$ cat config.mk
export PLATFORM = sky130hd
export DESIGN_NAME = uart_rx_deser_flat
export DESIGN_NICKNAME = d
export VERILOG_FILES = /design/src/rtl/uart_rx_deser_if.sv /design/src/rtl/uart_rx_deser.sv /design/src/flat_wrapper.sv
export SDC_FILE = /design/constraint.sdc
export NUM_CORES = 1
export LEC_CHECK = 0
export ABC_AREA = 1
export CAP_MARGIN = 15
export CORE_MARGIN = 4
export CORE_UTILIZATION = 50
export CTS_CLUSTER_SIZE = 14
export DETAILED_ROUTE_END_ITERATION = 12
export MAX_ROUTING_LAYER = met4
export PLACE_DENSITY = 0.71
export SLEW_MARGIN = 20
export SYNTH_ARGS = -nofsm -noshare
export SYNTH_HDL_FRONTEND = slang
export SYNTH_SLANG_ARGS = --single-unit
$ cat constraint.sdc
create_clock -name clk_i -period 4.26 [get_ports clk_i]
set_input_delay 0.426 -clock clk_i [delete_from_list [all_inputs] [get_ports clk_i]]
set_output_delay 0.426 -clock clk_i [all_outputs]
set_load 0.05 [all_outputs]
$ cat src/rtl/uart_rx_deser_if.sv
// FIFO-side bundle of the UART receive deserializer: write port, full flag
// and the three error pulses. The deserializer drives it through the master
// modport, and the FIFO/error sink connects through the slave modport.
interface uart_rx_deser_if #(
  parameter int D_WIDTH = 8
);
  logic [D_WIDTH-1:0] wrt_data_o;
  logic               wrt_ena_o;
  logic               full_i;
  logic               frame_err_o;
  logic               overrun_err_o;
  logic               parity_err_o;

  modport master (
    output wrt_data_o,
    output wrt_ena_o,
    input  full_i,
    output frame_err_o,
    output overrun_err_o,
    output parity_err_o
  );

  modport slave (
    input  wrt_data_o,
    input  wrt_ena_o,
    output full_i,
    input  frame_err_o,
    input  overrun_err_o,
    input  parity_err_o
  );
endinterface

$ cat src/rtl/uart_rx_deser.sv
// UART receive deserializer. It oversamples the async rx line and checks the
// start and stop bits. It assembles an LSB-first word and pushes it into the
// RX FIFO with a one-cycle write strobe. Framing, overrun and parity problems
// are reported as one-cycle pulses, and exactly one pulse is produced per
// frame.
// Optional feature: define UART_RX_PARITY_EN to add an even-parity bit between
// the data bits and the stop bit. Without the macro, parity_err_o is tied 0.
//
// state  | meaning
// IDLE   | line idle, counters held at 0, waiting for rx_s low
// START  | confirming the start bit at its centre; a high level here is a glitch
// DATA   | sampling D_WIDTH data bits at each bit centre, LSB first
// PARITY | sampling the parity bit (only with UART_RX_PARITY_EN)
// STOP   | sampling the stop bit and issuing the single per-frame result
// BREAK  | stop bit was 0; waiting for the line to return high
module uart_rx_deser #(
  parameter int D_WIDTH    = 8,
  parameter int CLK_DIV    = 27,
  parameter int OVERSAMPLE = 16
) (
  input  logic             clk_i,
  input  logic             reset_n_i,
  input  logic             rx_i,
  uart_rx_deser_if.master  fifo
);

  localparam int TW = (CLK_DIV > 1) ? $clog2(CLK_DIV) : 1;
  localparam int SW = $clog2(OVERSAMPLE);
  localparam int BW = $clog2(D_WIDTH + 1);

  localparam logic [TW-1:0] TICK_LAST = TW'(CLK_DIV - 1);
  localparam logic [SW-1:0] SAMP_HALF = SW'(OVERSAMPLE / 2 - 1);
  localparam logic [SW-1:0] SAMP_LAST = SW'(OVERSAMPLE - 1);
  localparam logic [BW-1:0] BIT_LAST  = BW'(D_WIDTH - 1);

  typedef enum logic [2:0] {
    IDLE,
    START,
    DATA,
`ifdef UART_RX_PARITY_EN
    PARITY,
`endif
    STOP,
    BREAK
  } state_t;

  state_t             state, state_nxt;
  logic               rx_meta, rx_s;
  logic [TW-1:0]      tick_cnt, tick_nxt;
  logic [SW-1:0]      samp_cnt, samp_nxt;
  logic [BW-1:0]      bit_cnt, bit_nxt;
  logic [D_WIDTH-1:0] shift_reg, shift_nxt;
  logic [D_WIDTH-1:0] data_q, data_nxt;
  logic               ena_q, ena_nxt;
  logic               ferr_q, ferr_nxt;
  logic               oerr_q, oerr_nxt;
  logic               perr_q, perr_nxt;
  logic               tick;
  logic               bit_end;
`ifdef UART_RX_PARITY_EN
  logic               par_bit, par_nxt;
`endif

  assign tick    = (tick_cnt == TICK_LAST);
  assign bit_end = tick && (samp_cnt == SAMP_LAST);

  // Two-flop synchronizer. It resets to the idle-high level so that reset
  // release cannot look like a start bit.
  always_ff @(posedge clk_i or negedge reset_n_i) begin
    if (!reset_n_i) begin
      rx_meta <= 1'b1;
      rx_s    <= 1'b1;
    end else begin
      rx_meta <= rx_i;
      rx_s    <= rx_meta;
    end
  end

  // State, counters, shift register and registered result outputs.
  always_ff @(posedge clk_i or negedge reset_n_i) begin
    if (!reset_n_i) begin
      state     <= IDLE;
      tick_cnt  <= '0;
      samp_cnt  <= '0;
      bit_cnt   <= '0;
      shift_reg <= '0;
      data_q    <= '0;
      ena_q     <= 1'b0;
      ferr_q    <= 1'b0;
      oerr_q    <= 1'b0;
      perr_q    <= 1'b0;
`ifdef UART_RX_PARITY_EN
      par_bit   <= 1'b0;
`endif
    end else begin
      state     <= state_nxt;
      tick_cnt  <= tick_nxt;
      samp_cnt  <= samp_nxt;
      bit_cnt   <= bit_nxt;
      shift_reg <= shift_nxt;
      data_q    <= data_nxt;
      ena_q     <= ena_nxt;
      ferr_q    <= ferr_nxt;
      oerr_q    <= oerr_nxt;
      perr_q    <= perr_nxt;
`ifdef UART_RX_PARITY_EN
      par_bit   <= par_nxt;
`endif
    end
  end

  // Next-state logic. Each frame yields one result pulse, decided at the
  // centre of the stop bit.
  always_comb begin
    state_nxt = state;
    samp_nxt  = samp_cnt;
    bit_nxt   = bit_cnt;
    shift_nxt = shift_reg;
    data_nxt  = data_q;
    ena_nxt   = 1'b0;
    ferr_nxt  = 1'b0;
    oerr_nxt  = 1'b0;
    perr_nxt  = 1'b0;
`ifdef UART_RX_PARITY_EN
    par_nxt   = par_bit;
`endif

    if (state == IDLE || state == BREAK) begin
      tick_nxt = '0;
    end else if (tick) begin
      tick_nxt = '0;
    end else begin
      tick_nxt = tick_cnt + 1'b1;
    end

    case (state)
      IDLE: begin
        samp_nxt = '0;
        bit_nxt  = '0;
        if (!rx_s) begin
          state_nxt = START;
        end
      end

      START: begin
        if (tick) begin
          if (samp_cnt == SAMP_HALF) begin
            samp_nxt  = '0;
            state_nxt = rx_s ? IDLE : DATA;
          end else begin
            samp_nxt = samp_cnt + 1'b1;
          end
        end
      end

      DATA: begin
        if (bit_end) begin
          samp_nxt  = '0;
          shift_nxt = {rx_s, shift_reg[D_WIDTH-1:1]};
          bit_nxt   = bit_cnt + 1'b1;
          if (bit_cnt == BIT_LAST) begin
`ifdef UART_RX_PARITY_EN
            state_nxt = PARITY;
`else
            state_nxt = STOP;
`endif
          end
        end else if (tick) begin
          samp_nxt = samp_cnt + 1'b1;
        end
      end

`ifdef UART_RX_PARITY_EN
      PARITY: begin
        if (bit_end) begin
          samp_nxt  = '0;
          par_nxt   = rx_s;
          state_nxt = STOP;
        end else if (tick) begin
          samp_nxt = samp_cnt + 1'b1;
        end
      end
`endif

      STOP: begin
        if (bit_end) begin
          samp_nxt = '0;
          if (!rx_s) begin
            ferr_nxt  = 1'b1;
            state_nxt = BREAK;
`ifdef UART_RX_PARITY_EN
          end else if (^{shift_reg, par_bit}) begin
            perr_nxt  = 1'b1;
            state_nxt = IDLE;
`endif
          end else if (fifo.full_i) begin
            oerr_nxt  = 1'b1;
            state_nxt = IDLE;
          end else begin
            ena_nxt   = 1'b1;
            data_nxt  = shift_reg;
            state_nxt = IDLE;
          end
        end else if (tick) begin
          samp_nxt = samp_cnt + 1'b1;
        end
      end

      BREAK: begin
        if (rx_s) begin
          state_nxt = IDLE;
        end
      end

      default: state_nxt = IDLE;
    endcase
  end

  assign fifo.wrt_data_o    = data_q;
  assign fifo.wrt_ena_o     = ena_q;
  assign fifo.frame_err_o   = ferr_q;
  assign fifo.overrun_err_o = oerr_q;
  assign fifo.parity_err_o  = perr_q;

endmodule
$ cat src/flat_wrapper.sv
// flat-port wrapper written by rule: the top's interface ports become plain ports
module uart_rx_deser_flat 
#(
  parameter int D_WIDTH    = 8,
  parameter int CLK_DIV    = 27,
  parameter int OVERSAMPLE = 16
)
  (clk_i, reset_n_i, rx_i, fifo_wrt_data_o, fifo_wrt_ena_o, fifo_full_i, fifo_frame_err_o, fifo_overrun_err_o, fifo_parity_err_o);
  uart_rx_deser_if #(.D_WIDTH(D_WIDTH)) fifo_i ();
  input  logic clk_i;
  input  logic reset_n_i;
  input  logic rx_i;
  output wire logic [$bits(fifo_i.wrt_data_o)-1:0] fifo_wrt_data_o;
  output wire logic [$bits(fifo_i.wrt_ena_o)-1:0] fifo_wrt_ena_o;
  input wire logic [$bits(fifo_i.full_i)-1:0] fifo_full_i;
  output wire logic [$bits(fifo_i.frame_err_o)-1:0] fifo_frame_err_o;
  output wire logic [$bits(fifo_i.overrun_err_o)-1:0] fifo_overrun_err_o;
  output wire logic [$bits(fifo_i.parity_err_o)-1:0] fifo_parity_err_o;
  assign fifo_wrt_data_o = fifo_i.wrt_data_o;
  assign fifo_wrt_ena_o = fifo_i.wrt_ena_o;
  assign fifo_i.full_i = fifo_full_i;
  assign fifo_frame_err_o = fifo_i.frame_err_o;
  assign fifo_overrun_err_o = fifo_i.overrun_err_o;
  assign fifo_parity_err_o = fifo_i.parity_err_o;
  uart_rx_deser #(.D_WIDTH(D_WIDTH), .CLK_DIV(CLK_DIV), .OVERSAMPLE(OVERSAMPLE)) u_core (.clk_i(clk_i), .reset_n_i(reset_n_i), .rx_i(rx_i), .fifo(fifo_i));
endmodule
==> results of run 1 <==
cells by family (layout without fill, tap and decap cells):
kind of cell | Yosys count | in the layout | synth area share (%)
flops | 37 | 37 | 52.8
other cells | 1 | 1 | 0.213
xor+xnor | 3 | 3 | 1.49
buf+inv | 30 | 49 | 7.47
simple gates | 94 | 94 | 26.2
fa+ha+maj | 4 | 4 | 2.85
compound gates | 24 | 24 | 8.46
mux | 1 | 1 | 0.569
per-stage QoR:
stage / hold WS (ps) / util, % / setup WS [ps] / power (uW) / instances
2_1_floorplan: 130 / - / 2810 / 364 / 194
3_3_place_gp: 346 / 57.5 / 2680 / 374 / 252
5_1_grt: 372 / 59.3 / 2230 / 585 / 259
4_1_cts: 362 / 59.3 / 2270 / 564 / 259
3_5_place_dp: 347 / 57.5 / 2610 / 374 / 252
6_report: 361 / 59.3 / 2290 / 555 / 259
worst min path at each step:
stage | from | end | cells after the start | slack (ps)
6_report | u_core.rx_meta$_DFF_PN1_ | u_core.rx_s$_DFF_PN1_ | 0 | 360
5_1_grt | u_core.rx_meta$_DFF_PN1_ | u_core.rx_s$_DFF_PN1_ | 0 | 370
4_1_cts | u_core.rx_meta$_DFF_PN1_ | u_core.rx_s$_DFF_PN1_ | 0 | 360
3_5_place_dp | u_core.rx_meta$_DFF_PN1_ | u_core.rx_s$_DFF_PN1_ | 0 | 350
3_3_place_gp | u_core.rx_meta$_DFF_PN1_ | u_core.rx_s$_DFF_PN1_ | 0 | 350
2_1_floorplan | reset_n_i | u_core.bit_cnt[0]$_DFFE_PN0P_ | 0 | 130
per-layer routing:
metal  global-route usage, %  share of wire [%]  routed length [um]  vias to the layer above
li1                        -                  -                   -                      649
met1                    18.7                 47                1370                      601
met2                    25.8                 47                1380                       19
met3                    4.99                4.3                 126                        6
met4                    6.84                1.7                  49                        0
met5                       -                  0                   0                        -
layout make-up:
class	instances	share of cell area (%)
flip-flops and latches	37	46.6
multi-input cells	127	35.1
repair buffers	15	7.41
inverters	27	5.08
well taps	46	2.89
clock buffers	6	2.57
clock inverters	1	0.377
synthesized netlist by cell type, drive strengths merged:
cell / count / area [sq um]
nand2: 56 / 233
dfrtp: 35 / 876
inv: 27 / 101
nor2: 19 / 115
o21ai: 17 / 111
nand3: 15 / 87.6
a21oi: 5 / 25.0
ha: 4 / 50.1
buf: 3 / 30.0
dfstp: 2 / 52.6
xor2: 2 / 17.5
a31oi: 1 / 6.26
conb: 1 / 3.75
mux2i: 1 / 10.0
nand4: 1 / 6.26
nor3: 1 / 5.00
nor3b: 1 / 7.51
nor4: 1 / 6.26
o22ai: 1 / 6.26
xnor2: 1 / 8.76
power by group:
| group | total [uW] | leakage (uW) | switching [uW] | internal [uW] |
|---|---|---|---|---|
| clock network | 188 | 0.0000303 | 111 | 77.3 |
| logic | 13.5 | 0.000496 | 10.1 | 3.42 |
| registers | 353 | 0.000485 | 0.718 | 353 |
| total | 555 | 0.00101 | 122 | 433 |
==> impl_metrics.ini, run 1 <==
[run_status]
status = finished, final reports clean

[floorplan]
dieHeight_um = 67.3
num_rows = 21
core-area_sq_um = 3360
dieArea_sq_um = 4530
ioPinCount = 16
die_w_um = 67.3
start_util_pct = 52.3

[yosys]
yosysSeqAreaShare_pct = 52.8
synth_cell_types = 30
synthCells = 194
synth_warnings = 0
synth_nets = 202
syn_avg_cell_area_sq_um = 9.07
synth_area_sq_um = 1760
ys_ff_latch = 37

[sta]
rsz0062_at_grt = false
slew_headroom_pct = 66.2
post-route-period-util_pct = 46.2
period_needed_ps = 1970
worst-slew-pin-transition_ps = 505
timing.fmax_mhz = 508
final-setup-viol-count = 0
drv_slew = 0
totalNegativeSetupSlack_ps = 0
final_hold_viol_count = 0
skew_ps = 5.92

[final_layout]
drive_gt1_share_pct = 17.4
area_growth_pct = 13.3
num-nets-final = 221
antenna_cells = 0
fill_cells = 312
layout_commonest_cell = nand2_1
seq_area_sq_um = 928
layout_common_cells = nand2_1, dfrtp_1, inv_1, nand3_1, clkdlybuf4s50_1
final_cell_area_sq_um = 1990
multi_input_area_sq_um = 699

[routing]
via_per_inst = 4.92
ant_nets = 0
firstDrtPassIters = 4
vias = 1275
drt_wl_total_mm = 2.92
drt-initial-drc-count = 64
routedWlPerCell_um = 11.3
drc = 0

[clocking]
cts_max_level = 2
insertion_delay_ps = 340
path_clk_slew_ps = 100
ctsResizeCount = 0
cts_setup_buffers = 0
cts-root-buf = clkbuf_4
cts_tree = done
cts_buffers = 5
cts_hold_buf = 0
cts_sinks = 37
cts_buffer_depth = 2

[worst_setup_path]
cp.buffers_inverters = 1
arrival_ps = 1540
r2r_slack_ps = 2600
cp.depth = 1
cp_slowest_cell = clkdlybuf4s50_1
cp_slowest_stage_delay_ps = 820
crit_fanout = 2
setup.worst_path.start_class = register
timing.rr.start = u_core.tick_cnt[0]$_DFF_PN0_
critical_path_class = reg2out
r2r-end = u_core.bit_cnt[2]$_DFFE_PN0P_
startpoint = u_core.fifo.wrt_data_o[6]$_DFFE_PN0P_
rr_worst_depth = 10
crit_family = buffers and inverters
required_ps = 3830
cp-end-kind = output pin
cp_cell_sequence = clkdlybuf4s50_1
crit_path_end = fifo_wrt_data_o[6]

[placed_design]
gp_congestion = 0.810
port_buffers = 14
post-dp-hpwl_mm = 2.12
dpl_cell_area_sq_um = 1930

[pwr]
powerDensity_nw_per_um2 = 279
leakagePower_uw = 0.00101
peakVddDrop_uv = 186

[global_route]
grt_pass1_vias = 1280
grt_antenna_before_repair = 0
overflow = 0
track_usage_pct = 16.1
grt_first_pass_wirelength_mm = 5.32
grt_max_degree = 38

[job]
maxCapViolations = 0

[hold_path]
holdCritPathClass = reg2reg
Power figures use the tool's default switching activity.
==> inputs of run 2 (changes only) <==
--- a/config.mk
+++ b/config.mk
@@ -12,7 +12,7 @@
 export CTS_CLUSTER_SIZE = 14
 export DETAILED_ROUTE_END_ITERATION = 12
 export MAX_ROUTING_LAYER = met4
-export PLACE_DENSITY = 0.71
+export PLACE_DENSITY = 0.74
 export SLEW_MARGIN = 20
 export SYNTH_ARGS = -nofsm -noshare
 export SYNTH_HDL_FRONTEND = slang
==> constraint.sdc (replaced) <==
create_clock -name clk_i -period 1.72 [get_ports clk_i]
set_input_delay 0.172 -clock clk_i [delete_from_list [all_inputs] [get_ports clk_i]]
set_output_delay 0.172 -clock clk_i [all_outputs]
set_load 0.05 [all_outputs]
==> impl_metrics.ini, run 2 (synthesis gave the netlist of run 1 again) <==
[floorplan]
ioPinCount = 16
core-area_sq_um = 3360
dieHeight_um = 67.3
die_w_um = 67.3
num_rows = 21
dieArea_sq_um = 4530
start_util_pct = 52.3

[final_layout]
layout_common_cells = nand2_1, dfrtp_1, inv_1, nand3_1, nor2_1
layout_commonest_cell = nand2_1
fill_cells = 300
antenna_cells = 0
num-nets-final = 224
drive_gt1_share_pct = 18.9
area_growth_pct = 18.0

[routing]
firstDrtPassIters = 5
drc = 0
ant_nets = 0
drt_wl_total_mm = 2.95
via_per_inst = 4.81
routedWlPerCell_um = 11.2
vias = 1265
drt-initial-drc-count = 80

[worst_setup_path]
cp.buffers_inverters = 1
cp_cell_sequence = clkdlybuf4s50_1
timing.rr.start = u_core.tick_cnt[0]$_DFF_PN0_
rr_worst_depth = 10
critical_path_class = reg2out
crit_fanout = 1
r2r_slack_ps = 160
required_ps = 1550
cp-end-kind = output pin
cp_slowest_cell = clkdlybuf4s50_1
arrival_ps = 1470
crit_family = buffers and inverters
cp_slowest_stage_delay_ps = 790
r2r-end = u_core.bit_cnt[2]$_DFFE_PN0P_
setup.worst_path.start_class = register

[clocking]
insertion_delay_ps = 350
cts_tree = done
cts_buffer_depth = 2
cts_setup_buffers = 0
cts_buffers = 5
cts-root-buf = clkbuf_4
cts_max_level = 2
path_clk_slew_ps = 110
cts_sinks = 37

[sta]
final_hold_viol_count = 0
timing.fmax_mhz = 610
period_needed_ps = 1640
drv_slew = 0
skew_ps = 9.39
post-route-period-util_pct = 95.3
holdWs_ps = 212
rsz0062_at_grt = false
worst-slew-pin-transition_ps = 513
totalNegativeSetupSlack_ps = 0
final-setup-viol-count = 0
slew_headroom_pct = 65.7

[global_route]
grt_max_degree = 38
grt_first_pass_wirelength_mm = 5.05
grt_pass1_vias = 1208
grt_antenna_before_repair = 0
overflow = 0
track_usage_pct = 15.2

[hold_path]
whs_endpoint = u_core.rx_meta$_DFF_PN1_
holdCritPathClass = in2reg
hold_depth = 1
hold_path.startpoint = rx_i

[pwr]
peakVddDrop_uv = 371
leakagePower_uw = 0.00118
powerDensity_nw_per_um2 = 744

[run_status]
status = finished, final reports clean

[job]
maxCapViolations = 0

[placed_design]
gp_congestion = 0.828
post-dp-hpwl_mm = 2.13
port_buffers = 14
-- run 2: how the worst max path moves through the flow --
stage,cells past startpoint,to,startpoint,slack [ps]
floorplan,10,u_core.fifo.wrt_data_o[6]$_DFFE_PN0P_,u_core.tick_cnt[0]$_DFF_PN0_,270
global placement,9,u_core.fifo.wrt_data_o[4]$_DFFE_PN0P_,u_core.tick_cnt[0]$_DFF_PN0_,210
detailed placement,9,u_core.fifo.wrt_data_o[5]$_DFFE_PN0P_,u_core.tick_cnt[0]$_DFF_PN0_,140
CTS,1,fifo_wrt_data_o[5],u_core.fifo.wrt_data_o[5]$_DFFE_PN0P_,1
global route,10,u_core.bit_cnt[2]$_DFFE_PN0P_,u_core.tick_cnt[0]$_DFF_PN0_,8
finish,1,fifo_overrun_err_o,u_core.fifo.overrun_err_o$_DFF_PN0_,80
-- run 2: what timing repair did --
item / in CTS / in global routing
cloned: 0 / 1
hold buffers: 1 / 0
endpoints found under the hold margin: 37 / 0
endpoints found under the setup margin: 1 / 8
gates resized for setup: 1 / 8
-- run 2: power by group --
group	leakage [uW]	switching, uW	internal, uW
Combinational	0.000649	26.4	12.1
Clock	0.0000455	282	347
Sequential	0.000485	1.97	874
-- run 2: routing by layer --
| metal | vias to the layer above | GRT usage (%) | share of wire [%] |
|---|---|---|---|
| li1 | 655 | - | - |
| met3 | 5 | 4.49 | 5.9 |
| met1 | 575 | 19.1 | 47 |
| met2 | 30 | 23.4 | 46 |
| met5 | - | - | 0 |
| met4 | 0 | 5.32 | 1.8 |
-- run 2: area by class of cell --
type                    instances  area (sq um)  area share [%]
multi-input cells             128           717            34.5
repair buffers                 17           186            8.98
clock inverters                 1          30.0            1.45
clock buffers                   7          55.1            2.65
flip-flops and latches         37           928            44.7
well taps                      46          57.6            2.77
inverters                      27           101            4.88
-- run 2: per-stage QoR --
step | setup WS (ps) | cell area, sq um | util (%) | power (uW) | instances
after floorplan | 269 | 1760 | - | 902 | 194
after global placement | 212 | 1950 | 57.9 | 930 | 253
after detailed placement | 140 | 1950 | 57.9 | 930 | 253
after CTS | 1.09 | 2040 | 60.7 | 1550 | 262
after global routing | 7.51 | 2080 | 61.7 | 1610 | 263
final | 80.0 | 2080 | 61.7 | 1540 | 263
==> inputs of run 3 (changes only) <==
--- a/config.mk
+++ b/config.mk
@@ -9,6 +9,7 @@
 export CAP_MARGIN = 15
 export CORE_MARGIN = 4
 export CORE_UTILIZATION = 50
+export CTS_BUF_LIST = sky130_fd_sc_hd__clkbuf_8 sky130_fd_sc_hd__clkbuf_16
 export CTS_CLUSTER_SIZE = 14
 export DETAILED_ROUTE_END_ITERATION = 12
 export MAX_ROUTING_LAYER = met4
==> impl_metrics.ini, run 3 (synthesis gave the netlist of run 1 again) <==
[run_status]
status = finished, final reports clean

[clocking]
cts_buffers = 5
cts_max_level = 2
insertion_delay_ps = 280
cts-root-buf = clkbuf_8
path_clk_slew_ps = 70
cts_buffer_depth = 2
cts_tree = done
cts_sinks = 37
cts_setup_buffers = 0

[floorplan]
die_w_um = 67.3
ioPinCount = 16
dieArea_sq_um = 4530
dieHeight_um = 67.3
num_rows = 21
start_util_pct = 52.3
core-area_sq_um = 3360

[sta]
skew_ps = 5.51
drv_slew = 0
period_needed_ps = 1640
final_hold_viol_count = 0
timing.final.ws_setup_ps = 83.8
slew_headroom_pct = 66.6
final-setup-viol-count = 0
rsz0062_at_grt = false
holdWs_ps = 292
worst-slew-pin-transition_ps = 499
post-route-period-util_pct = 95.1
totalNegativeSetupSlack_ps = 0
timing.fmax_mhz = 611

[global_route]
grt_pass1_vias = 1223
grt_antenna_before_repair = 0
grt_first_pass_wirelength_mm = 5.09
grt_max_degree = 38
track_usage_pct = 15.0
overflow = 0

[placed_design]
post-dp-hpwl_mm = 2.13
gp_congestion = 0.828
dp_slack_ps = 140
port_buffers = 14

[routing]
ant_nets = 0
drc = 0
vias = 1296
drt_wl_total_mm = 2.95
via_per_inst = 4.93
firstDrtPassIters = 4
routedWlPerCell_um = 11.2
drt-initial-drc-count = 73

[hold_path]
holdCritPathClass = in2reg

[final_layout]
fill_cells = 298
layout_common_cells = nand2_1, dfrtp_1, inv_1, nand3_1, nor2_1
area_growth_pct = 18.8
num-nets-final = 224
antenna_cells = 0
layout_commonest_cell = nand2_1
multi_input_area_sq_um = 717
seq_area_sq_um = 928
fin_util_pct = 62.2
drive_gt1_share_pct = 18.9

[worst_setup_path]
cp_cell_sequence = clkdlybuf4s50_1
required_ps = 1550
crit_family = buffers and inverters
cp.buffers_inverters = 1
critical_path_class = reg2out
cp-end-kind = output pin
crit_fanout = 2
cp_slowest_stage_delay_ps = 810
arrival_ps = 1460
cp_slowest_cell = clkdlybuf4s50_1
setup.worst_path.start_class = register

[pwr]
power_uw = 1670
peakVddDrop_uv = 431
powerDensity_nw_per_um2 = 798
leakagePower_uw = 0.00106

[job]
maxCapViolations = 0
run 3: power by group:
group          internal [uW]  switching (uW)  leakage [uW]  total [uW]
clock network            467             287     0.0000626         754
logic                   12.1            26.5      0.000513        38.6
registers                874            1.89      0.000485         876
total                   1350             315       0.00106        1670
run 3: timing repair:
item / 4_1_cts / 5_1_grt
resized for setup: 0 / 1
hold buffers: 1 / 0
setup endpoints to repair: 0 / 1
endpoints found under the hold margin: 35 / 0
run 3: worst paths after layout:
kind,slack (ps),cells past startpoint,startpoint,end
worst min register to register,360,0,u_core.rx_meta$_DFF_PN1_,u_core.rx_s$_DFF_PN1_
min in group asynchronous,370,3,reset_n_i,u_core.tick_cnt[2]$_DFF_PN0_
worst max register to register,150,10,u_core.tick_cnt[0]$_DFF_PN0_,u_core.bit_cnt[2]$_DFFE_PN0P_
worst min-delay path,290,1,rx_i,u_core.rx_meta$_DFF_PN1_
max in group asynchronous,1090,3,reset_n_i,u_core.rx_s$_DFF_PN1_
worst max-delay path,80,1,u_core.fifo.wrt_data_o[6]$_DFFE_PN0P_,fifo_wrt_data_o[6]
run 3: per-stage QoR:
stage,area [sq um],instances
3_3_place_gp,1950,253
3_5_place_dp,1950,253
6_report,2090,263
5_1_grt,2090,263
2_1_floorplan,1760,194
4_1_cts,2070,262
run 3: layout make-up:
type / instances / share of cell area [%]
Sequential cell: 37 / 44.4
Multi-Input combinational cell: 128 / 34.3
Clock inverter: 2 / 1.62
Inverter: 27 / 4.85
Tap cell: 46 / 2.75
Clock buffer: 6 / 3.95
Timing Repair Buffer: 17 / 8.14
run 3: per-layer routing:
metal,track usage [%],up-vias,share of wire (%)
li1,-,653,-
met1,19.1,595,47
met2,24.2,41,45
met3,3.00,7,5.6
met4,4.56,0,1.7
met5,-,-,0
